File: config.mk
export PLATFORM = sky130hd
export DESIGN_NAME = bconv_engine
export DESIGN_NICKNAME = d
export VERILOG_FILES = /design/src/rtl/bconv_pkg.sv /design/src/rtl/bconv_col_unit.sv /design/src/rtl/bconv_engine.sv
export SDC_FILE = /design/constraint.sdc
export NUM_CORES = 1
export LEC_CHECK = 0
export CAP_MARGIN = 10
export CELL_PAD_IN_SITES_DETAIL_PLACEMENT = 0
export CELL_PAD_IN_SITES_GLOBAL_PLACEMENT = 1
export CORE_MARGIN = 2
export CORE_UTILIZATION = 47
export DETAILED_ROUTE_END_ITERATION = 10
export GPL_ROUTABILITY_DRIVEN = 0
export PLACE_DENSITY_LB_ADDON = 0.05
export SLEW_MARGIN = 5
export SYNTH_ARGS = -nofsm -noshare
export SYNTH_HDL_FRONTEND = slang
export SYNTH_SLANG_ARGS = --single-unit
File: constraint.sdc
create_clock -name clk -period 6.9 [get_ports clk]
set_clock_uncertainty 0.2 [all_clocks]
set_input_delay 1.38 -clock clk [delete_from_list [all_inputs] [get_ports clk]]
set_output_delay 1.38 -clock clk [all_outputs]
set_load 0.03 [all_outputs]
File: src/rtl/bconv_pkg.sv
// Shared constants and helpers for the binary convolution engine.
// Everything here is elaboration-time only; nothing in this file infers hardware.
package bconv_pkg;

    // FSM state encoding.
    localparam logic [2:0] ST_IDLE   = 3'd0;
    localparam logic [2:0] ST_LOAD_W = 3'd1;
    localparam logic [2:0] ST_RD_DIM = 3'd2;
    localparam logic [2:0] ST_STREAM = 3'd3;
    localparam logic [2:0] ST_SKIP   = 3'd4;
    localparam logic [2:0] ST_DONE   = 3'd5;

    localparam logic [15:0] END_MARK_DEF = 16'h00FF;

    // Width of a match count. It must hold K*K, the count when every bit agrees.
    function automatic int match_w(input int k);
        return $clog2(k * k + 1);
    endfunction

    // The kernel has to fit in one weight word.
    function automatic bit legal_k(input int k, input int data_w);
        return (k >= 1) && (k <= 4) && (k * k <= data_w);
    endfunction

endpackage

File: src/rtl/bconv_col_unit.sv
// One output column: XNOR the KxK window against the kernel, popcount the agreements,
// and compare the count with the threshold.
module bconv_col_unit
    import bconv_pkg::*;
#(
    parameter int K      = 3,
    parameter int THRESH = (K * K + 1) / 2
) (
    input  logic [K*K-1:0] win,
    input  logic [K*K-1:0] kern,
    output logic           col_bit
);

    localparam int MW = match_w(K);

    function automatic logic [MW-1:0] popcount(input logic [K*K-1:0] v);
        logic [MW-1:0] n;
        n = '0;
        for (int i = 0; i < K * K; i++) begin
            n = n + MW'(v[i]);
        end
        return n;
    endfunction

    logic [MW-1:0] match;

    assign match   = popcount(~(win ^ kern));
    assign col_bit = (match >= MW'(THRESH));

endmodule

File: src/rtl/bconv_engine.sv
// Binary KxK convolution engine. It streams square images from the input SRAM and
// writes one packed output row per window position to the output SRAM.
module bconv_engine
    import bconv_pkg::*;
#(
    parameter int               ADDR_W   = 12,
    parameter int               DATA_W   = 16,
    parameter int               K        = 3,
    parameter int               THRESH   = (K * K + 1) / 2,
    parameter logic [DATA_W-1:0] END_MARK = DATA_W'(END_MARK_DEF)
) (
    input  logic              clk,
    input  logic              reset_b,
    input  logic              dut_run,
    output logic              dut_busy,
    output logic [ADDR_W-1:0] dut_sram_read_address,
    input  logic [DATA_W-1:0] sram_dut_read_data,
    output logic [ADDR_W-1:0] dut_wmem_read_address,
    input  logic [DATA_W-1:0] wmem_dut_read_data,
    output logic [ADDR_W-1:0] dut_sram_write_address,
    output logic [DATA_W-1:0] dut_sram_write_data,
    output logic              dut_sram_write_enable
);

    localparam int NCOL = DATA_W - K + 1;

    if (!legal_k(K, DATA_W)) begin : g_bad_k
        $error("bconv_engine: K must be 1..4 with K*K <= DATA_W");
    end

    logic [2:0]        state;
    logic              dim_wait;
    logic              ld_kern_p1;
    logic              vld_p1;
    logic              vld_p2;
    logic [DATA_W-1:0] dim;
    logic [DATA_W-1:0] cnt;
    logic [DATA_W-1:0] row_p1;
    logic [K*K-1:0]    kern;
    logic [ADDR_W-1:0] rd_addr;
    logic [ADDR_W-1:0] wr_addr;
    logic [DATA_W-1:0] rows_q [K];
    logic [NCOL-1:0]   col_bits;
    logic              row_issue_p0;
    logic              issue_p0;
    logic              unused_wmem;

    assign row_issue_p0 = (state == ST_STREAM) && (cnt != dim);
    assign issue_p0     = ((state == ST_STREAM || state == ST_SKIP) && (cnt != dim))
                        || (state == ST_RD_DIM && !dim_wait);

    assign dut_sram_read_address  = rd_addr;
    assign dut_wmem_read_address  = '0;
    assign dut_sram_write_address = wr_addr;
    assign dut_sram_write_enable  = vld_p2;
    assign unused_wmem            = ^wmem_dut_read_data;

    always_ff @(posedge clk or negedge reset_b) begin
        if (!reset_b) begin
            state      <= ST_IDLE;
            dut_busy   <= 1'b0;
            dim_wait   <= 1'b0;
            ld_kern_p1 <= 1'b0;
            vld_p1     <= 1'b0;
            vld_p2     <= 1'b0;
            dim        <= '0;
            cnt        <= '0;
            row_p1     <= '0;
            kern       <= '0;
            rd_addr    <= '0;
            wr_addr    <= '0;
            for (int i = 0; i < K; i++) rows_q[i] <= '0;
        end else begin
            // p0 -> p1: the read issued last cycle has its data on the bus now
            ld_kern_p1 <= (state == ST_LOAD_W);
            if (ld_kern_p1) kern <= wmem_dut_read_data[K*K-1:0];
            vld_p1 <= row_issue_p0;
            if (row_issue_p0) row_p1 <= cnt;
            if (issue_p0) rd_addr <= rd_addr + ADDR_W'(1);

            // p1 -> p2: returned row enters the window; a full window becomes a write
            if (vld_p1) begin
                for (int i = 0; i < K - 1; i++) rows_q[i] <= rows_q[i+1];
                rows_q[K-1] <= sram_dut_read_data;
            end
            vld_p2 <= vld_p1 && (row_p1 >= DATA_W'(K - 1));
            if (vld_p2) wr_addr <= wr_addr + ADDR_W'(1);

            case (state)
                ST_IDLE: begin
                    if (dut_run) begin
                        state    <= ST_LOAD_W;
                        dut_busy <= 1'b1;
                        rd_addr  <= '0;
                        wr_addr  <= '0;
                    end
                end
                ST_LOAD_W: begin
                    state    <= ST_RD_DIM;
                    dim_wait <= 1'b0;
                end
                ST_RD_DIM: begin
                    if (!dim_wait) begin
                        dim_wait <= 1'b1;
                    end else begin
                        // The previous image's last row was consumed last cycle, so clearing here is safe.
                        dim_wait <= 1'b0;
                        dim      <= sram_dut_read_data;
                        cnt      <= '0;
                        for (int i = 0; i < K; i++) rows_q[i] <= '0;
                        if (sram_dut_read_data == END_MARK || sram_dut_read_data > DATA_W'(DATA_W))
                            state <= ST_DONE;
                        else if (sram_dut_read_data >= DATA_W'(K))
                            state <= ST_STREAM;
                        else
                            state <= ST_SKIP;
                    end
                end
                ST_STREAM, ST_SKIP: begin
                    if (cnt == dim) begin
                        state <= ST_RD_DIM;
                    end else begin
                        cnt <= cnt + DATA_W'(1);
                        if (cnt + DATA_W'(1) == dim) state <= ST_RD_DIM;
                    end
                end
                ST_DONE: begin
                    if (!vld_p1 && !vld_p2) begin
                        dut_busy <= 1'b0;
                        state    <= ST_IDLE;
                    end
                end
                default: state <= ST_IDLE;
            endcase
        end
    end

    // p2: column units evaluate the registered window
    for (genvar c = 0; c < NCOL; c++) begin : g_col
        logic [K*K-1:0] win;
        for (genvar r = 0; r < K; r++) begin : g_row
            assign win[r*K +: K] = rows_q[r][c +: K];
        end
        bconv_col_unit #(.K(K), .THRESH(THRESH)) u_col (
            .win     (win),
            .kern    (kern),
            .col_bit (col_bits[c])
        );
    end

    // dim still describes the image being written, even during the dimension-evaluation cycle.
    always_comb begin
        dut_sram_write_data = '0;
        for (int c = 0; c < NCOL; c++) begin
            dut_sram_write_data[c] = col_bits[c] && (dim >= DATA_W'(c + K));
        end
    end

endmodule
Word-level counts from Yosys, hierarchy flattened

Cells that the tools add are included.

Register bits after elaboration: 137
Output and inout bits: 54
Word-level logic and storage cells: 262

Multiplexer cells: 25
Add/subtract/negate cells: 115
Reductions and logical operators: 34
Order comparisons: 31
Bitwise operators: 28
Equality and inequality tests: 14

Operators by type and width:

| kind                                                                             | number |
|---|---|
| 4-bit by 1-bit adder with 4-bit output                                           | 98 |
| 48-bit two-way mux                                                               | 3 |
| 16-bit by 4-bit >= comparator with 1-bit output, second input constant           | 8 |
| 9-bit inverter                                                                   | 14 |
| 9-bit bitwise XOR                                                                | 14 |
| 12-bit two-way mux                                                               | 6 |
| 16-bit by 3-bit >= comparator with 1-bit output, second input constant           | 4 |
| 4-bit by 3-bit >= comparator with 1-bit output, second input constant            | 14 |
| 16-bit by 2-bit >= comparator with 1-bit output, second input constant           | 3 |
| 16-bit equality test                                                             | 2 |
| 16-bit two-way mux                                                               | 2 |
| 16-bit one-hot mux with 2 select lines                                           | 1 |
| 1-bit by 1-bit adder with 2-bit output                                           | 14 |
| 12-bit by 1-bit adder with 12-bit output, second input constant                  | 2 |
| 3-bit two-way mux                                                                | 7 |
| 1-bit logical AND                                                                | 19 |
| 16-bit by 1-bit adder with 16-bit output, second input constant                  | 1 |
| 16-bit by 8-bit equality test with 1-bit output, second input constant           | 1 |
| 16-bit by 5-bit >= comparator with 1-bit output, second input constant           | 1 |
| 16-bit by 5-bit greater-than comparator with 1-bit output, second input constant | 1 |
| 16-bit != test                                                                   | 1 |
| 3-bit one-hot mux with 5 select lines                                            | 1 |
| 2-bit != test, second input constant                                             | 4 |
| 3-bit by 2-bit equality test with 1-bit output, second input constant            | 2 |
| 13 further kinds                                                                 | 24 |

Depth between registers and ports, before layout

Depth after elaboration: 12
Gate-level depth with buffers: 17
Depth with buffers taken out: 15

Hierarchy

Synthesis repeated with hierarchy kept, for this count alone.

Cells, all modules: 1067
Area, all modules: 10413.7 um2

Modules (own cells, without submodules):

| module         | cells each | sequential area each (um2) | times used | area an instance (um2) |
|---|---|---|---|---|
| bconv_engine   | 675        | 3403.3                     | 1          | 6805.3 |
| bconv_col_unit | 28         | 0.0                        | 14         | 257.7 |

Worst setup path before layout

OpenSTA, ideal clock, no wires.

Kind: register to output
Start point: register kern[0]
End point: output dut_sram_write_data[3]
Stages on the path, launching flop included: 18
Arrival time: 4.479 ns
Path slack: 0.841 ns
Cell sequence: dfrtp_1 -> clkbuf_1 -> clkbuf_1 -> xnor2_1 -> ha_1 -> inv_1 -> fa_1 -> fa_1 -> fa_1 -> inv_1 -> ha_1 -> inv_1 -> fa_1 -> nand2b_1 -> a221oi_1 -> nor2_1 -> a311oi_1 -> a21oi_1

Cells in the longest elaborated chain, start to end: 12

Ends and longest elaborated chain:

| item                                                | RTL line             | RTL |
|---|---|---|
| from (decl)                                         | bconv_engine.sv:39   | `logic [K*K-1:0] kern;` |
| from (signal assigned)                              | bconv_engine.sv:76   | `if (ld_kern_p1) kern <= wmem_dut_read_data[K*K-1:0];` |
| 9-bit bitwise XOR                                   | bconv_col_unit.sv:27 | `assign match = popcount(~(win ^ kern));` |
| 9-bit inverter                                      | bconv_col_unit.sv:27 |  |
| 1-bit by 1-bit adder with 2-bit output              | bconv_col_unit.sv:20 | `n = n + MW'(v[i]);` |
| 4-bit by 1-bit adder with 4-bit output (7 in a row) | bconv_col_unit.sv:20 |  |
| 4-bit by 3-bit >= comparator with 1-bit output      | bconv_col_unit.sv:28 | `assign col_bit = (match >= MW'(THRESH));` |
| 1-bit logical AND                                   | bconv_engine.sv:155  | `dut_sram_write_data[c] = col_bits[c] && (dim >= DATA_W'(c + K));` |
| to (decl)                                           | bconv_engine.sv:21   | `output logic [DATA_W-1:0] dut_sram_write_data,` |

No other way between the ends.

Final worst setup path

Start point: register kern[1]
End point: output dut_sram_write_data[11]

The elaborated chain is that of the path after synthesis.

==> out/metrics.csv <==
stage;metric;value;unit
global_route;grt_pass1_vias;7821;
clock_network;cts_root_buffer;clkbuf_16;
synthesis;synth.cell_area;0.0115;mm²
die;placeableCoreArea;0.0242;mm²
die;placement_rows;57;
die;die_w;160;µm
clock_network;cts_inserted_buffers;17;
sta;final-max-slew-violation-count;0;
global_route;use_met2;0.338;
place;placement.cell_area;0.0123;mm²
synthesis;ys_types;70;
critical_path;cp-start-kind;flop;
finish;fin_nets;1383;
synthesis;post-synth-top-area-cell;dfrtp_1;
job;drv.max_cap_violation_count;0;
sta;worst_slew_pin_slew;0.991;ns
sta;totalNegativeSetupSlack;0;ns
global_route;grt_start_max_net_pins;82;
critical_path;critPathMaxFanout;10;
synthesis;synth.top_cells.by_area;dfrtp_1 (30%), fa_1 (12%), ha_1 (9.5%);
detailed_routing;wirelength;26.5;mm
die;fp.dieArea;0.0258;mm²
sta;timing.final.crit_share;0.954;
detailed_routing;detail_routed_via_count_per_cell;5.15;
clock_network;cts.reportedPaths.clkPinSlew;0.07;ns
detailed_routing;drt_pre_antenna_iters;5;
synthesis;ys_dominant_reg_cell;dfrtp_1;
sta;timing.max_slew.rel_slack;0.339;
clock_network;ctsHoldBuffers;0;
clock_network;cts.sinks;136;
detailed_routing;post-route-drc-count;0;
synthesis;synth_edf_count;0;
die;die-height;160;µm
clock_network;cts_tree;done;
place;portBuffers;67;
global_route;grt.busiest_layer;met2;
sta;setup_violations;0;
global_route;grt_antenna_before_repair;0;
clock_network;post_cts_buffers;0;
finish;final_core_utilization;0.536;
detailed_routing;wl_per_cell;17.3;µm
global_route;grt_residual_overflow;0;
sta;final_hold_vios;0;
sta;fmax;152;MHz
synthesis;synth.yosys.seq_area_share;0.296;
sta;grt_setup_unrepaired;false;
global_route;grt_util_all_layers;0.217;
critical_path;worstSetupPathType;reg -> out;
place;place_hpwl;19.5;mm
clock_network;cts_repair_resize_count;0;
detailed_routing;detailedRoute.firstIterationViolations;483;
synthesis;avgSynthCellArea;9.90;µm²
sta;holdWs;0.311;ns
clock_network;ctsLongestPathBuffers;2;
finish;final_design_area_no_fill;0.0130;mm²
clock_network;htree_num_levels;4;
clock_network;clkLatencyLatePin;0.43;ns
synthesis;netlist_instances;1162;
die;initial_utilization;0.476;
finish;layout-drive-gt1-share;0.0922;
detailed_routing;total_number_of_vias;7878;
critical_path;timing.critical_path.required;5.32;ns
synthesis;synth-warning-count;0;
global_route;met3_routing_resource_usage_after_global_routing;0.0289;
synthesis;yosys.area.top_type_share;0.296;
synthesis;synth_async_sr_flop_share;1.00;
global_route;gr_layer_usage_met1;0.327;
worst_hold_path;hp-class;reg -> reg;
global_route;grt_pass1_wl;43.9;mm
die;count_of_boundary_i_o_pins;89;
finish;flow.area_growth_from_synthesis;12.6;%
detailed_routing;postRouteAntennaNets;0;
critical_path;worstSetupEndpointType;output pin;
sta;period_minus_slack;6.58;ns
critical_path;worst-endpoint-arrival;5.00;ns
run_status;outcome;finished, final reports clean;
finish;final_common_cell;inv_1;
synthesis;synth_seq_cells;136;
finish;most_frequent_cells_in_the_layout;inv_1 (136), dfrtp_1 (133), xor2_1 (102);
## cells by family after synthesis
logic type / after synthesis / share of synthesized area
compound gates: 121 / 0.0675
xor+xnor: 176 / 0.134
fa+ha+maj: 157 / 0.216
buf+inv: 226 / 0.0832
flops: 136 / 0.296
mux: 101 / 0.0976
other cells: 1 / 0.000326
simple gates: 244 / 0.105
## cells in the mapped netlist (all sizes together) (3+ instances only)
library cell,number
nand2,36
o32a,4
mux2,42
inv,137
nand2b,9
nor2b,5
nand4,15
nor4,21
dfrtp,136
or3,6
o22ai,4
xnor2,74
nor3b,3
o21ai,25
fa,70
o31ai,6
nor2,102
xor2,102
buf,42
nor3,20
nand3,9
mux2i,59
a211oi,3
and3,9
clkbuf,47
ha,87
a21oi,48
a31oi,3
## sequential cells by signal (all words and copies together), names as in the netlist
register,count
cnt,16
dim,16
dim_wait,1
dut_busy,1
dut_sram_read_address,12
dut_sram_write_address,12
dut_sram_write_enable,1
g_col.win,48
kern,9
ld_kern_p1,1
row_p1,15
state,3
vld_p1,1
## routing by layer
metal / wire length [µm] / vias up
met5: 0 / -
met4: 234 / 0
met3: 792 / 15
met2: 11900 / 120
met1: 13500 / 3916
li1: - / 3827
## critical path, stage by stage (launching register included)
cell and delay (ns):
dfrtp_2 0.53, xnor2_1 0.17, ha_1 0.28, inv_1 0.05
fa_1 0.50, fa_1 0.52, fa_1 0.54, inv_1 0.05
ha_1 0.20, inv_1 0.07, fa_1 0.41, inv_1 0.07
o22ai_1 0.05, a21oi_1 0.13, nor3_1 0.07, nor2_1 0.22
clkdlybuf4s50_1 0.72
## per-stage QoR
stage | std cells | setup slack, ns
after detailed placement | 1496 | 0.570
after global placement | 1496 | 0.550
after CTS | 1528 | 0.0665
final | 1529 | 0.318
after floorplan | 1175 | 0.841
after global routing | 1528 | 0.0681
## path summary, 6_finish.rpt
kind | start | end | slack [ns] | depth (start not counted)
max | kern[1] | dut_sram_write_data[11] | 0.32 | 16
min | dut_sram_read_address[8] | dut_sram_read_address[8] | 0.31 | 1
max reg2reg | dim[3] | state[0] | 3.41 | 6
min reg2reg | dut_sram_read_address[8] | dut_sram_read_address[8] | 0.31 | 1
max in group asynchronous | reset_b | vld_p1 | 4.39 | 2
min in group asynchronous | reset_b | g_col[0].win[0] | 0.79 | 1
## final cells by class
cell class                      count  area, µm²
Antenna cell                        1       2.50
Timing Repair Buffer               86        820
Multi-Input combinational cell    813       7200
Sequential cell                   136       3410
Tap cell                          324        405
Inverter                          137        517
Clock buffer                       18        429
Clock inverter                     14        174
Fill cell                        2251      11200
Power is left out: the tool's default activity adds up to more than one toggle a clock period on the data nets, which glitch-free logic cannot reach.
